### config.mk
export PLATFORM = sky130hd
export DESIGN_NAME = seg_scan_driver_flat
export DESIGN_NICKNAME = d
export VERILOG_FILES = /design/src/rtl/seg_pkg.sv /design/src/rtl/seg_scan_driver_if.sv /design/src/rtl/seg_hex_decode.sv /design/src/rtl/seg_scan_driver.sv /design/src/flat_wrapper.sv
export SDC_FILE = /design/constraint.sdc
export NUM_CORES = 1
export LEC_CHECK = 0
export CORE_MARGIN = 2
export CORE_UTILIZATION = 51
export DETAILED_ROUTE_END_ITERATION = 8
export PLACE_DENSITY = 0.73
export SLEW_MARGIN = 20
export SYNTH_ARGS = -nofsm -noshare
export SYNTH_HDL_FRONTEND = slang
export SYNTH_SLANG_ARGS = --single-unit
### constraint.sdc
create_clock -name clk -period 2.65 [get_ports clk]
set_input_delay 0.53 -clock clk [delete_from_list [all_inputs] [get_ports clk]]
set_output_delay 0.53 -clock clk [all_outputs]
set_load 0.01 [all_outputs]
### src/rtl/seg_pkg.sv
// Shared constants for the multiplexed seven-segment scan driver.
//   seg7_t      : one digit's active-low gfedcba segment vector
//   HEX_TABLE   : nibble 0-F to segment pattern, indexed by the nibble value
//   SEG_BLANK   : all segments dark
//   SEG_ON/OFF  : segment polarity (active-low)
//   AN_ON/OFF   : digit-enable polarity (active-low)
package seg_pkg;

    typedef logic [6:0] seg7_t;

    localparam seg7_t SEG_BLANK = 7'b1111111;

    localparam logic SEG_ON  = 1'b0;
    localparam logic SEG_OFF = 1'b1;
    localparam logic AN_ON   = 1'b0;
    localparam logic AN_OFF  = 1'b1;

    // Leftmost entry is nibble F, rightmost is nibble 0.
    localparam seg7_t [15:0] HEX_TABLE = {
        7'b0001110,  // F
        7'b0000110,  // E
        7'b0100001,  // d
        7'b1000110,  // C
        7'b0000011,  // b
        7'b0001000,  // A
        7'b0010000,  // 9
        7'b0000000,  // 8
        7'b1111000,  // 7
        7'b0000010,  // 6
        7'b0010010,  // 5
        7'b0011001,  // 4
        7'b0110000,  // 3
        7'b0100100,  // 2
        7'b1111001,  // 1
        7'b1000000   // 0
    };

endpackage

### src/rtl/seg_scan_driver_if.sv
// Display-content bus of the scan driver.
//   load       : single-cycle strobe capturing the fields below
//   data       : hex nibbles, digit i = data[4i+3:4i], digit 0 rightmost
//   dp_mask    : 1 = light the decimal point of digit i
//   blink_mask : 1 = digit i blinks
//   lz_en      : 1 = leading-zero suppression on
// master drives the bus, slave (the driver) receives it.
interface seg_scan_driver_if #(
    parameter int NDIG = 4
);
    logic                load;
    logic [4*NDIG-1:0]   data;
    logic [NDIG-1:0]     dp_mask;
    logic [NDIG-1:0]     blink_mask;
    logic                lz_en;

    modport master (output load, data, dp_mask, blink_mask, lz_en);
    modport slave  (input  load, data, dp_mask, blink_mask, lz_en);
endinterface

### src/rtl/seg_hex_decode.sv
// Combinational hex nibble to active-low seven-segment decoder.
//   nibble : value 0-F
//   segs   : gfedcba, active-low
module seg_hex_decode
    import seg_pkg::*;
(
    input  logic [3:0] nibble,
    output seg7_t      segs
);

    assign segs = HEX_TABLE[nibble];

endmodule

### src/rtl/seg_scan_driver.sv
// Time-multiplexed seven-segment display driver.
//   clk        : system clock, rising edge
//   rst        : asynchronous active-high reset
//   en         : 1 = scan; 0 = blank display and freeze all counters
//   bus        : display-content bus (load/data/dp_mask/blink_mask/lz_en)
//   seg        : registered active-low segments, seg[7]=dp, seg[6:0]=gfedcba
//   an         : registered active-low digit enables (one-hot-low or all ones)
//   frame_done : one-cycle pulse the cycle after each frame wrap
// Content is double-buffered: load fills a pending register that is copied to
// the displayed register only at the frame boundary, so a frame never mixes
// old and new values.
module seg_scan_driver
    import seg_pkg::*;
#(
    parameter int NDIG         = 4,
    parameter int DIV          = 50000,
    parameter int BLINK_FRAMES = 64
) (
    input  logic                   clk,
    input  logic                   rst,
    input  logic                   en,
    seg_scan_driver_if.slave       bus,
    output logic [7:0]             seg,
    output logic [NDIG-1:0]        an,
    output logic                   frame_done
);

    localparam int PW = (DIV > 1) ? $clog2(DIV) : 1;
    localparam int IW = $clog2(NDIG);
    localparam int BW = (BLINK_FRAMES > 1) ? $clog2(BLINK_FRAMES) : 1;

    localparam logic [PW-1:0] PRESC_LAST = PW'(DIV - 1);
    localparam logic [IW-1:0] IDX_LAST   = IW'(NDIG - 1);
    localparam logic [BW-1:0] BLINK_LAST = BW'(BLINK_FRAMES - 1);

    logic [PW-1:0]      presc;
    logic [IW-1:0]      idx;
    logic [BW-1:0]      blink_cnt;
    logic               blink_phase;
    logic               en_q;

    logic [4*NDIG-1:0]  pend_data;
    logic [NDIG-1:0]    pend_dp;
    logic [NDIG-1:0]    pend_blink;
    logic               pend_lz;

    logic [4*NDIG-1:0]  act_data;
    logic [NDIG-1:0]    act_dp;
    logic [NDIG-1:0]    act_blink;
    logic               act_lz;

    logic               tick;
    logic               boundary;
    logic [3:0]         cur_nib;
    seg7_t              hex_seg;
    logic [IW-1:0]      hi_idx;
    logic               blank;
    logic [7:0]         seg_next;
    logic [NDIG-1:0]    an_slot;

    assign tick     = en && (presc == PRESC_LAST);
    assign boundary = tick && (idx == IDX_LAST);
    assign cur_nib  = act_data[{idx, 2'b00} +: 4];

    seg_hex_decode u_dec (
        .nibble (cur_nib),
        .segs   (hex_seg)
    );

    // Highest digit index holding a nonzero nibble; 0 when the value is zero,
    // so digit 0 is never suppressed.
    always_comb begin
        hi_idx = '0;
        for (int unsigned i = 1; i < NDIG; i++) begin
            if (act_data[4*i +: 4] != 4'h0) begin
                hi_idx = IW'(i);
            end
        end
    end

    always_comb begin
        blank = (act_lz && (idx > hi_idx)) || (blink_phase && act_blink[idx]);

        seg_next = {SEG_OFF, SEG_BLANK};
        an_slot  = {NDIG{AN_OFF}};
        if (!blank) begin
            seg_next     = {(act_dp[idx] ? SEG_ON : SEG_OFF), hex_seg};
            an_slot[idx] = AN_ON;
        end
    end

    always_ff @(posedge clk or posedge rst) begin
        if (rst) begin
            presc       <= '0;
            idx         <= '0;
            blink_cnt   <= '0;
            blink_phase <= 1'b0;
            en_q        <= 1'b0;
            pend_data   <= '0;
            pend_dp     <= '0;
            pend_blink  <= '0;
            pend_lz     <= 1'b0;
            act_data    <= '0;
            act_dp      <= '0;
            act_blink   <= '0;
            act_lz      <= 1'b0;
            seg         <= '1;
            an          <= '1;
            frame_done  <= 1'b0;
        end else begin
            en_q       <= en;
            frame_done <= boundary;

            if (bus.load) begin
                pend_data  <= bus.data;
                pend_dp    <= bus.dp_mask;
                pend_blink <= bus.blink_mask;
                pend_lz    <= bus.lz_en;
            end

            if (en) begin
                seg <= seg_next;
                // Dead time on the first cycle of each slot and on the cycle
                // that resumes scanning after a disable.
                an  <= ((presc == '0) || !en_q) ? '1 : an_slot;

                presc <= tick ? '0 : presc + 1'b1;
                if (tick) begin
                    idx <= (idx == IDX_LAST) ? '0 : idx + 1'b1;
                end

                if (boundary) begin
                    if (blink_cnt == BLINK_LAST) begin
                        blink_cnt   <= '0;
                        blink_phase <= ~blink_phase;
                    end else begin
                        blink_cnt <= blink_cnt + 1'b1;
                    end

                    // A load on the boundary bypasses pending so it is not
                    // lost for a whole frame.
                    if (bus.load) begin
                        act_data  <= bus.data;
                        act_dp    <= bus.dp_mask;
                        act_blink <= bus.blink_mask;
                        act_lz    <= bus.lz_en;
                    end else begin
                        act_data  <= pend_data;
                        act_dp    <= pend_dp;
                        act_blink <= pend_blink;
                        act_lz    <= pend_lz;
                    end
                end
            end else begin
                seg <= '1;
                an  <= '1;
            end
        end
    end

endmodule

### src/flat_wrapper.sv
// flat-port wrapper written by rule: the top's interface ports become plain ports
module seg_scan_driver_flat import seg_pkg::*;
#(
    parameter int NDIG         = 4,
    parameter int DIV          = 50000,
    parameter int BLINK_FRAMES = 64
)
  (clk, rst, en, seg, an, frame_done, bus_load, bus_data, bus_dp_mask, bus_blink_mask, bus_lz_en);
  seg_scan_driver_if #(.NDIG(NDIG)) bus_i ();
  input  logic clk;
  input  logic rst;
  input  logic en;
  output logic [7:0] seg;
  output logic [NDIG-1:0] an;
  output logic frame_done;
  input wire logic [$bits(bus_i.load)-1:0] bus_load;
  input wire logic [$bits(bus_i.data)-1:0] bus_data;
  input wire logic [$bits(bus_i.dp_mask)-1:0] bus_dp_mask;
  input wire logic [$bits(bus_i.blink_mask)-1:0] bus_blink_mask;
  input wire logic [$bits(bus_i.lz_en)-1:0] bus_lz_en;
  assign bus_i.load = bus_load;
  assign bus_i.data = bus_data;
  assign bus_i.dp_mask = bus_dp_mask;
  assign bus_i.blink_mask = bus_blink_mask;
  assign bus_i.lz_en = bus_lz_en;
  seg_scan_driver #(.NDIG(NDIG), .DIV(DIV), .BLINK_FRAMES(BLINK_FRAMES)) u_core (.clk(clk), .rst(rst), .en(en), .bus(bus_i), .seg(seg), .an(an), .frame_done(frame_done));
endmodule
==> impl_metrics.yaml <==
clock_network:
  cts_buffer_depth: 2
  cts_resized: 0
  post_cts_buffers: 0
  ctsHoldBuffers: 0
  cts-root-buf: "clkbuf_8"
  cts_tree: "built"
  numCtsBuffers: 9
  h-tree-depth: 3
  cts_sinks: 89
  clk_transition_reported_paths_ns: 0.08
  insertion_delay_ns: 0.36
run_status:
  outcome: "completed"
min_path:
  hold_path.startpoint: "u_core.blink_cnt[4]"
  hold_class: "flip-flop to flip-flop"
power:
  power_per_cell_area_nw_per_um2: 567
  p_leak_uw: 0.00232
  vdd_drop_max_mv: 0.341
layout:
  nets: 418
  layout_commonest_cell: "dfrtp_1"
  drive_gt1_share_pct: 26.4
  final_cell_mix: "dfrtp_1, clkdlybuf4s50_1, nand2_1, mux2_2, mux2_4"
  diodes: 0
  area_growth_pct: 17.9
  utilization_pct: 61.4
  fillers: 684
die:
  io_pins: 42
  dieHeight_um: 94.9
  die-width_um: 94.9
  start_util_pct: 52.1
  dieArea_um2: 9000
  core_um2: 8090
  placementRows: 33
grt:
  antenna_found_initial: 0
  grt-ovfl-total: 0
  grt_usage_pct: 19.1
  grt_pass1_wl_mm: 13.1
  grt_max_degree: 90
  grt_pass1_vias: 2722
sta:
  rsz0062_at_grt: "no"
  fin_crit_sh_pct: 91.3
  layout_min_cycle_time_ns: 2.42
  drv_slew: 0
  fmax_mhz: 413
  hold_viol_final: 0
  relSlewSlack_pct: 62.0
  worstMarginPinSlew_ns: 0.570
  skew_ns: 0.0121
  fin_tns_setup_ns: 0
  finalSetupViolations: 0
setup_path:
  arrival_ns: 2.69
  crit_path_start_kind: "flip-flop"
  critPathMaxFanout: 7
  path_class: "flip-flop to flip-flop"
  reg2reg_from: "u_core.idx[0]"
  worstPathRequired_ns: 2.92
  cp-startpoint: "u_core.idx[0]"
  end_kind: "flip-flop"
synth:
  yosysWarningCount: 0
  yosysUniqueCellTypes: 44
  synthesis.nets: 370
  ys_ff_latch: 89
  ys_seq_area_share_pct: 53.2
  ys.flop_type: "dfrtp_1"
  postSynth.asyncResetShare_pct: 100
  syn_avg_cell_area_um2: 12.9
  syn_area_um2: 4210
  syn_inst: 326
  synth_edf_count: 0
detailed_routing:
  routed-via-count: 2639
  wl_per_cell_um: 15.7
  drtIter0Drc: 124
  antenna_left: 0
  viasPerCell: 5.45
  first_pass_iters: 4
  drt_wl_total_mm: 7.59
  drcViolationCount: 0
placement:
  routabilityCongestion: 0.786
  port_buffers: 41
  dp_hpwl_mm: 5.19
flow_run:
  max_cap_violations: 0
[layout make-up]
| type | instances | area, um2 | area share [%] |
|---|---|---|---|
| clock buffers | 9 | 124 | 2.49 |
| clock inverters | 7 | 103 | 2.07 |
| inverters | 10 | 41.3 | 0.831 |
| multi-input cells | 214 | 1840 | 37.0 |
| flip-flops and latches | 89 | 2240 | 45.1 |
| well taps | 105 | 131 | 2.64 |
| repair buffers | 50 | 490 | 9.87 |
[Yosys cell counts (4+ instances only)]
cell type  number  area share, %
mux4_2          5            2.7
xnor2_1        12            2.5
nor2_1         13            1.2
inv_1          10           0.89
mux2_2         32            8.6
mux2i_1         4           0.95
ha_1           15            4.5
and3_1          5           0.74
clkbuf_1        7           0.62
o21ai_0        10            1.2
mux2_4         20            7.1
dfrtp_1        77             46
nor4b_1         4           0.83
dfstp_2        12            7.5
nor3_1          6           0.71
nand3_1        12            1.4
xor2_1          8            1.7
nand2_1        32            2.9
[through the flow]
| step | setup slack (ns) | hold slack (ns) | power [uW] | instances | cell area (um2) |
|---|---|---|---|---|---|
| final | 0.230 | 0.475 | 2820 | 484 | 4970 |
| after detailed placement | 0.103 | 0.463 | 1810 | 468 | 4740 |
| after global routing | 0.0535 | 0.497 | 2950 | 484 | 4970 |
| after floorplan | 0.367 | 0.435 | 1690 | 326 | 4220 |
| after global placement | 0.141 | 0.451 | 1800 | 468 | 4740 |
| after CTS | 0.0893 | 0.476 | 2840 | 484 | 4970 |
[cell families after synthesis]
| logic type | synth area share, % |
|---|---|
| simple gates | 11.2 |
| flops | 53.2 |
| mux | 19.3 |
| compound gates | 4.46 |
| buf+inv | 3.24 |
| xor+xnor | 4.16 |
| fa+ha+maj | 4.46 |
[power by group]
| part | switching (uW) | internal [uW] |
|---|---|---|
| Combinational | 133 | 141 |
| Sequential | 61.9 | 1440 |
| Clock | 496 | 539 |
| Total | 691 | 2130 |
[state kept, by name, indices dropped and copies added, names as in the netlist]
register / count
u_core.pend_dp: 4
u_core.pend_data: 16
u_core.blink_phase: 1
u_core.an: 4
u_core.idx: 2
u_core.presc: 16
u_core.act_blink: 4
u_core.pend_lz: 1
u_core.pend_blink: 4
u_core.frame_done: 1
u_core.blink_cnt: 6
u_core.seg: 8
u_core.en_q: 1
u_core.act_data: 16
u_core.act_lz: 1
u_core.act_dp: 4
[path summary, 6_finish.rpt]
| check | to | slack [ns] | cells past startpoint |
|---|---|---|---|
| min in group asynchronous | u_core.pend_blink[2] | 0.65 | 3 |
| min reg2reg | u_core.blink_cnt[4] | 0.47 | 1 |
| min | u_core.blink_cnt[4] | 0.47 | 1 |
| max | u_core.seg[0] | 0.23 | 7 |
| max reg2reg | u_core.seg[0] | 0.23 | 7 |
| max in group asynchronous | u_core.seg[3] | 1.64 | 3 |
[critical path, stage by stage (launching register included)]
cell and delay, ns:
dfrtp_1 0.61, mux4_2 0.63, inv_1 0.18, ha_1 0.29, nor4b_1 0.08, nor3_1 0.22
a22oi_1 0.14, o21ai_0 0.19
[per-layer routing]
layer  wire length, um  GRT usage [%]
met1              3450           25.5
met2              3690           30.1
met3               287           3.83
met4               164           9.18
met5                 0              0
Power figures use the tool's default switching activity.
